===== src/rtl/fetch_controller.sv =====
// Instruction fetch front end: loads a program into instruction memory byte by byte,
// then drives the PC into the memory read port and registers fetched words into IF/ID.
module fetch_controller #(
  parameter int PC_WIDTH          = 32,
  parameter int MEMORY_SIZE       = 1024,
  parameter int INSTRUCTION_WIDTH = 32
) (
  input  logic                         clk,
  input  logic                         rst_n,
  input  logic                         start_load,
  input  logic                         start_run,
  input  logic [7:0]                   load_byte,
  input  logic                         load_valid,
  input  logic                         load_last,
  output logic                         load_ready,
  output logic                         imem_we,
  output logic [PC_WIDTH-1:0]          imem_waddr,
  output logic [INSTRUCTION_WIDTH-1:0] imem_wdata,
  output logic [PC_WIDTH-1:0]          imem_pc,
  input  logic [INSTRUCTION_WIDTH-1:0] imem_instr,
  input  logic                         stall,
  input  logic                         branch_taken,
  input  logic [PC_WIDTH-1:0]          branch_target,
  input  logic                         halt_req,
  output logic [INSTRUCTION_WIDTH-1:0] instr_out,
  output logic [PC_WIDTH-1:0]          pc_out,
  output logic                         instr_valid,
  output logic [1:0]                   state
);

  localparam int LANES  = INSTRUCTION_WIDTH / 8;
  localparam int LANE_W = (LANES > 1) ? $clog2(LANES) : 1;
  localparam logic [PC_WIDTH-1:0] ADDR_MASK = PC_WIDTH'(MEMORY_SIZE - 1);
  localparam logic [LANE_W-1:0]   LAST_LANE = LANE_W'(LANES - 1);

  typedef enum logic [1:0] {
    IDLE = 2'd0,
    LOAD = 2'd1,
    RUN  = 2'd2,
    HALT = 2'd3
  } state_t;

  state_t                       state_q;
  state_t                       state_d;
  logic [PC_WIDTH-1:0]          pc_q;
  logic [PC_WIDTH-1:0]          word_cnt;
  logic [LANE_W-1:0]            byte_idx;
  logic [INSTRUCTION_WIDTH-1:0] word_buf;
  logic                         wr_pending;
  logic                         wr_last;
  logic                         load_done;

  // The pending write is the final one when it closes the program or fills memory.
  assign load_done = wr_pending && (wr_last || (word_cnt == ADDR_MASK));

  always_ff @(posedge clk or negedge rst_n) begin
    if (!rst_n) begin
      state_q <= IDLE;
    end else begin
      state_q <= state_d;
    end
  end

  always_comb begin
    state_d = state_q;
    case (state_q)
      IDLE, HALT: begin
        if (start_load) begin
          state_d = LOAD;
        end else if (start_run) begin
          state_d = RUN;
        end
      end
      LOAD: begin
        if (load_done) begin
          state_d = RUN;
        end
      end
      RUN: begin
        if (halt_req) begin
          state_d = HALT;
        end
      end
      default: state_d = IDLE;
    endcase
  end

  always_ff @(posedge clk or negedge rst_n) begin
    if (!rst_n) begin
      word_cnt   <= '0;
      byte_idx   <= '0;
      word_buf   <= '0;
      wr_pending <= 1'b0;
      wr_last    <= 1'b0;
    end else begin
      case (state_q)
        IDLE, HALT: begin
          if (start_load) begin
            word_cnt   <= '0;
            byte_idx   <= '0;
            word_buf   <= '0;
            wr_pending <= 1'b0;
            wr_last    <= 1'b0;
          end
        end
        LOAD: begin
          if (wr_pending) begin
            word_cnt   <= word_cnt + PC_WIDTH'(1);
            byte_idx   <= '0;
            word_buf   <= '0;
            wr_pending <= 1'b0;
            wr_last    <= 1'b0;
          end else if (load_valid) begin
            for (int i = 0; i < LANES; i++) begin
              if (byte_idx == LANE_W'(i)) begin
                word_buf[i*8 +: 8] <= load_byte;
              end
            end
            byte_idx <= byte_idx + LANE_W'(1);
            if ((byte_idx == LAST_LANE) || load_last) begin
              wr_pending <= 1'b1;
              wr_last    <= load_last;
            end
          end
        end
        default: ;
      endcase
    end
  end

  // Fetch priority in RUN: halt, then branch redirect (flush), then stall, then advance.
  always_ff @(posedge clk or negedge rst_n) begin
    if (!rst_n) begin
      pc_q        <= '0;
      instr_out   <= '0;
      pc_out      <= '0;
      instr_valid <= 1'b0;
    end else begin
      case (state_q)
        IDLE, HALT: begin
          instr_valid <= 1'b0;
          if (!start_load && start_run) begin
            pc_q <= '0;
          end
        end
        LOAD: begin
          instr_valid <= 1'b0;
          if (load_done) begin
            pc_q <= '0;
          end
        end
        RUN: begin
          if (halt_req) begin
            instr_valid <= 1'b0;
          end else if (branch_taken) begin
            pc_q        <= branch_target & ADDR_MASK;
            instr_valid <= 1'b0;
          end else if (!stall) begin
            instr_out   <= imem_instr;
            pc_out      <= pc_q;
            instr_valid <= 1'b1;
            pc_q        <= (pc_q + PC_WIDTH'(1)) & ADDR_MASK;
          end
        end
        default: ;
      endcase
    end
  end

  always_comb begin
    load_ready = (state_q == LOAD) && !wr_pending;
    imem_we    = (state_q == LOAD) && wr_pending;
    imem_waddr = word_cnt;
    imem_wdata = word_buf;
    imem_pc    = pc_q;
    state      = state_q;
  end

endmodule


===== config.mk =====
export PLATFORM = sky130hd
export DESIGN_NAME = fetch_controller
export DESIGN_NICKNAME = d
export VERILOG_FILES = /design/src/rtl/fetch_controller.sv
export SDC_FILE = /design/constraint.sdc
export NUM_CORES = 1
export LEC_CHECK = 0
export CAP_MARGIN = 15
export CELL_PAD_IN_SITES_DETAIL_PLACEMENT = 0
export CELL_PAD_IN_SITES_GLOBAL_PLACEMENT = 1
export CORE_MARGIN = 2
export CORE_UTILIZATION = 35
export CTS_BUF_LIST = sky130_fd_sc_hd__clkbuf_4
export CTS_CLUSTER_SIZE = 40
export DETAILED_ROUTE_END_ITERATION = 6
export HOLD_SLACK_MARGIN = 0.12
export PLACE_DENSITY = 0.93
export SYNTH_ARGS = -nofsm -noshare
export SYNTH_HDL_FRONTEND = slang
export SYNTH_SLANG_ARGS = --single-unit

===== constraint.sdc =====
create_clock -name clk -period 6.4 [get_ports clk]
set_input_delay 0.96 -clock clk [delete_from_list [all_inputs] [get_ports clk]]
set_output_delay 0.96 -clock clk [all_outputs]
set_load 0.1 [all_outputs]

==> results of run 1 <==
## worst reg2reg max path: stages (launching register included)
cell      delay [ps]
dfrtp_1          420
inv_1             60
ha_1             330
nand2b_4         220
inv_6            110
nor4_4           450
nor3b_1          790
and3_1           280
xnor2_1          120
nor2_1            50
## layer usage
metal,up-vias,share of wire,global-route usage
li1,2174,-,-
met1,2183,0.45,0.215
met2,149,0.48,0.258
met3,22,0.046,0.0349
met4,0,0.025,0.0723
met5,-,0,0
## kinds of logic (layout without fill, tap and decap cells)
| logic type | Yosys count | after routing | synth area share |
|---|---|---|---|
| simple gates | 191 | 191 | 0.160 |
| other cells | 1 | 45 | 0.000647 |
| xor+xnor | 29 | 29 | 0.0438 |
| mux | 46 | 46 | 0.0890 |
| flops | 123 | 123 | 0.531 |
| compound gates | 81 | 81 | 0.0764 |
| fa+ha+maj | 8 | 8 | 0.0173 |
| buf+inv | 74 | 226 | 0.0814 |
## worst max-delay path by stage
stage                  from             to  slack (ps)  cells after the start
2_1_floorplan      state[0]     load_ready        2780                      6
3_3_place_gp   branch_taken  instr_out[14]        2900                      5
3_5_place_dp   branch_taken  instr_out[13]        2880                      5
4_1_cts            state[1]     load_ready        2370                      5
5_1_grt            state[1]     load_ready        2250                      5
6_report           state[1]     load_ready        2450                      5
## per-stage QoR
| stage | hold WS (ps) | std cells | utilization | cell area [sq um] |
|---|---|---|---|---|
| 6_report | 489 | 969 | 0.484 | 7950 |
| 5_1_grt | 515 | 969 | 0.484 | 7950 |
| 4_1_cts | 494 | 966 | 0.483 | 7930 |
| 3_5_place_dp | 469 | 934 | 0.464 | 7620 |
| 3_3_place_gp | 462 | 934 | 0.464 | 7620 |
| 2_1_floorplan | 453 | 596 | - | 5960 |
## sequential cells by signal (all words and copies together) (netlist names)
name	cells
wr_last	1
imem_waddr	32
imem_pc	10
byte_idx	2
instr_valid	1
wr_pending	1
state	2
pc_out	10
instr_out	32
imem_wdata	32
## cell type report
class,instances,area [sq um],area share
flip-flops and latches,123,3080,0.387
multi-input cells,399,2410,0.303
repair buffers,184,1830,0.230
well taps,220,275,0.0346
clock inverters,14,178,0.0224
clock buffers,18,135,0.0170
inverters,10,42.5,0.00535
diodes,1,2.50,0.000315
## synth_stat cells (2+ instances only)
master	instances	area, sq um
a211o_1	3	26.3
a21oi_1	3	15.0
a22oi_1	4	30.0
and2_1	3	18.8
and3_1	6	37.5
and4_1	3	26.3
buf_2	4	20.0
buf_4	44	330
clkbuf_1	14	52.6
dfrtp_1	123	3080
ha_1	8	100
inv_1	9	33.8
mux2_2	44	495
mux2i_1	2	20.0
nand2_1	63	236
nand2b_1	3	18.8
nand3_1	22	110
nand4_1	12	75.1
nor2_1	51	191
nor2b_1	6	37.5
nor3_1	5	25.0
nor4_1	10	62.6
nor4_4	2	42.5
o21ai_0	60	300
o21ai_1	5	25.0
xnor2_1	7	61.3
xor2_1	22	193
==> impl_metrics.json, run 1 <==
{
  "crit_path_max_fanout": 17,
  "whs_endpoint": "imem_wdata[10]",
  "post_cts_buffers": 0,
  "r2r-start": "state[1]",
  "grt_pass1_vias": 4391,
  "drt-pass1-iter-count": 4,
  "die_area_sq_um": 17600,
  "rr_worst_depth": 9,
  "grt_max_degree": 76,
  "fin_crit_ps": 3950,
  "antenna_found_initial": 1,
  "avgViaCountPerCell": 4.67,
  "drtIter0Drc": 249,
  "layout-drive-gt1-share": 0.114,
  "numCtsBuffers": 17,
  "htree_levels": 4,
  "path_buf_inv": 3,
  "vias": 4528,
  "root_buffer": "clkbuf_4",
  "max-slew-margin-rel": 0.311,
  "clock_latency_ps": 540,
  "fp.dieH_microns": 133,
  "syn-cell-area_sq_um": 5790,
  "slowest_stage": "clkdlybuf4s50_1",
  "drcViolationCount": 0,
  "critical_path.cell_chain": "inv_1 > ha_1 > nand2b_4 > inv_6 > clkdlybuf4s50_1",
  "mostFrequentLayoutCells": "178 x clkdlybuf4s50_1, 123 x dfrtp_1, 63 x nand2_1",
  "tns_ps": 0,
  "clkSinkCount": 123,
  "post_cts_resized": 0,
  "yosys_register_bits": 123,
  "crit-reg2reg-capture": "imem_waddr[22]",
  "tightestPinTransition_ps": 1030,
  "rsz0062_at_grt": "no",
  "slowest_delay_ps": 1160,
  "fillers": 1545,
  "track_usage": 0.163,
  "fp.dieW_microns": 133,
  "syn_inst": 553,
  "wl_per_cell_microns": 14.4,
  "fmax_ghz": 0.253,
  "synthToLayoutAreaGrowth_pct": 37.2,
  "fin_nets": 824,
  "status": "completed",
  "layout_commonest_cell": "clkdlybuf4s50_1",
  "ys_seq_area_frac": 0.531,
  "finalWirelength_microns": 14000,
  "final_max_slew_viol_count": 0,
  "startpoint_type": "flip-flop",
  "critical_path_class": "reg2out",
  "finalSetupViolCount": 0,
  "crit_required_ps": 5440,
  "ys.flop_type": "dfrtp_1",
  "finalCritPeriodShare": 0.617,
  "io_buffers": 179,
  "grt_pass1_wl_microns": 22800,
  "overflow": 0,
  "path_clk_slew_ps": 110,
  "skew_ps": 15.0,
  "synth_warnings": 0,
  "cp.arrival_ps": 2990,
  "ant_nets": 0,
  "hold_buffers": 0,
  "setup_slack_ps": 2450,
  "dp_hpwl_microns": 9940,
  "core_area_sq_um": 16400,
  "place_congestion": 0.767,
  "yosysUniqueCellTypes": 42,
  "worstSetupEndpointType": "output pin",
  "cap_violations": 0,
  "hp-class": "reg2reg",
  "cts_buffer_depth": 2,
  "hold_viol_final": 0,
  "io_pins": 246,
  "avgSynthCellArea_sq_um": 10.5,
  "cts_tree": "done",
  "hold_depth": 2,
  "r2r_slack_ps": 3460,
  "synth-edff-count": 0,
  "holdCritStartpoint": "imem_wdata[10]",
  "dp_worst_setup_slack_ps": 2880,
  "fp-row-count": 47,
  "start_util": 0.353,
  "synthArstFlopShare": 1.00,
  "crit_family": "buffers and inverters"
}
Power of run 1 is not shown: default switching activity piles up to over one toggle a cycle in this logic, so the estimate is an artifact.
==> run 2, diff against run 1 <==
Settings changed: CORE_UTILIZATION 35 to 30, PLACE_DENSITY 0.93 to 0.85.
Clock period 6.4 ns to 3.2 ns, I/O delays scaled along.
==> run 2 against run 1 <==
  * Setup slack got worse by 2000 ps
  * Clock skew increased by 10 ps
  * Non-clock buffer count increased by 9
  * Sequential share of layout area increased by 0.63 points
  * Clock-buffer cell count unchanged
  * Critical path type is now reg2reg
  * Critical endpoint is now imem_waddr[31]
==> impl_metrics.json, run 2 (synthesis results as in run 1) <==
{
  "fp.dieW_microns": 143,
  "rsz0062_at_grt": "no",
  "mostFrequentLayoutCells": "123 x dfrtp_1, 97 x clkdlybuf4s50_1, 94 x buf_4",
  "whs_endpoint": "imem_wdata[6]",
  "startpoint_type": "flip-flop",
  "post_cts_resized": 0,
  "clock_latency_ps": 530,
  "finalSetupViolCount": 0,
  "cts_tree": "done",
  "drcViolationCount": 0,
  "antenna_found_initial": 1,
  "worstSetupEndpointType": "flip-flop",
  "fin_nets": 833,
  "r2r_slack_ps": 490,
  "max-slew-margin-rel": 0.330,
  "start_util": 0.308,
  "hold_viol_final": 0,
  "top_layer": "met4",
  "overflow": 0,
  "holdCritStartpoint": "imem_wdata[6]",
  "route.met3.wl_microns": 984,
  "skew_ps": 25.1,
  "tightestPinTransition_ps": 998,
  "crit_family": "simple AND/OR/NAND/NOR gates",
  "fp.dieH_microns": 143,
  "fillers": 1861,
  "fmax_ghz": 0.368,
  "root_buffer": "clkbuf_4",
  "cts_buffer_depth": 2,
  "status": "completed",
  "htree_levels": 4,
  "rr_worst_depth": 8,
  "fin_crit_ps": 2710,
  "wl_per_cell_microns": 14.4,
  "place_congestion": 0.755,
  "finalCritPeriodShare": 0.848,
  "tns_ps": 0,
  "crit_required_ps": 3610,
  "layout_commonest_cell": "dfrtp_1",
  "numCtsBuffers": 17,
  "grt_pass1_wl_microns": 23300,
  "dp_hpwl_microns": 10600,
  "slowest_stage": "nor4_4",
  "path_clk_slew_ps": 130,
  "r2r-start": "state[0]",
  "final_max_slew_viol_count": 0,
  "avgViaCountPerCell": 4.50,
  "fp-row-count": 50,
  "drtIter0Drc": 230,
  "drt-pass1-iter-count": 4,
  "grt_pass1_vias": 4410,
  "critical_path_class": "reg2reg",
  "critical_path.cell_chain": "inv_1 > ha_1 > nor2b_1 > or4_4 > nor4_4 > nand4_1 > xor2_1 > nor2_1",
  "wl_met2_microns": 7020,
  "track_usage": 0.147,
  "grt_max_degree": 66,
  "clkSinkCount": 123,
  "path_buf_inv": 1,
  "wl_met1_microns": 6460,
  "io_pins": 246,
  "finalWirelength_microns": 14700,
  "slowest_delay_ps": 550,
  "layout-drive-gt1-share": 0.232,
  "core_area_sq_um": 18800,
  "vias": 4579,
  "hp-class": "reg2reg",
  "ant_nets": 0,
  "die_area_sq_um": 20400,
  "io_buffers": 179,
  "cp.arrival_ps": 3120,
  "crit-reg2reg-capture": "imem_waddr[31]",
  "synthToLayoutAreaGrowth_pct": 35.0,
  "hold_depth": 2,
  "cap_violations": 0,
  "crit_path_max_fanout": 8
}
## run 2: cell types whose count changed in the layout (fill, tap and decap cells not counted), moves of 2 or more
cell             previous run  this run
buf_4                       6        94
clkdlybuf4s50_1           178        97
bufinv_16                   4         1
inv_6                       1         4
clkinv_1                    4         2
## run 2: worst max path at each step
stage | startpoint | endpoint | slack (ps) | depth (start not counted)
2_1_floorplan | state[0] | imem_wdata[17] | 60 | 8
3_3_place_gp | start_load | imem_waddr[31] | 460 | 7
3_5_place_dp | start_load | imem_waddr[31] | 490 | 7
4_1_cts | state[0] | imem_waddr[31] | 520 | 8
5_1_grt | imem_waddr[0] | imem_pc[7] | 300 | 8
6_report | state[0] | imem_waddr[31] | 490 | 8
## run 2: stage by stage
stage / cell area [sq um] / cells / setup slack (ps) / hold slack, ps / utilization
finish: 7820 / 1018 / 486 / 491 / 0.415
global route: 7820 / 1018 / 303 / 479 / 0.415
CTS: 7800 / 1015 / 517 / 485 / 0.414
detailed placement: 7540 / 982 / 490 / 470 / 0.400
global placement: 7540 / 982 / 458 / 462 / 0.400
floorplan: 5960 / 596 / 59.2 / 184 / -
## run 2: per-layer routing
| layer | track usage | vias up |
|---|---|---|
| met1 | 0.190 | 2207 |
| met4 | 0.0542 | 0 |
| met5 | 0 | - |
| li1 | - | 2202 |
| met2 | 0.230 | 155 |
| met3 | 0.0463 | 15 |
## run 2: layout make-up
class / instances / area [sq um] / share of cell area
Multi-Input combinational cell: 399 / 2410 / 0.308
Tap cell: 260 / 325 / 0.0416
Inverter: 10 / 42.5 / 0.00544
Antenna cell: 1 / 2.50 / 0.000320
Sequential cell: 123 / 3080 / 0.394
Clock inverter: 14 / 120 / 0.0154
Clock buffer: 18 / 135 / 0.0173
Timing Repair Buffer: 193 / 1710 / 0.218
## run 2: timing repair
item                                    4_1_cts  5_1_grt
endpoints found under the setup margin        0        0
hold buffers                                  1        0
hold endpoints to repair                     77        0
setup buffers                                 0        0
## run 2: worst reg2reg max path, delay by kind of cell (launching register included)
| family | cells | cell delay (ps) |
|---|---|---|
| and+or+nand+nor | 5 | 1580 |
| DFF | 1 | 410 |
| adders and majority gates | 1 | 360 |
| xor gates and xnor gates | 1 | 170 |
| buffers and inverters | 1 | 60 |
Power of run 2 is left out for the same reason.
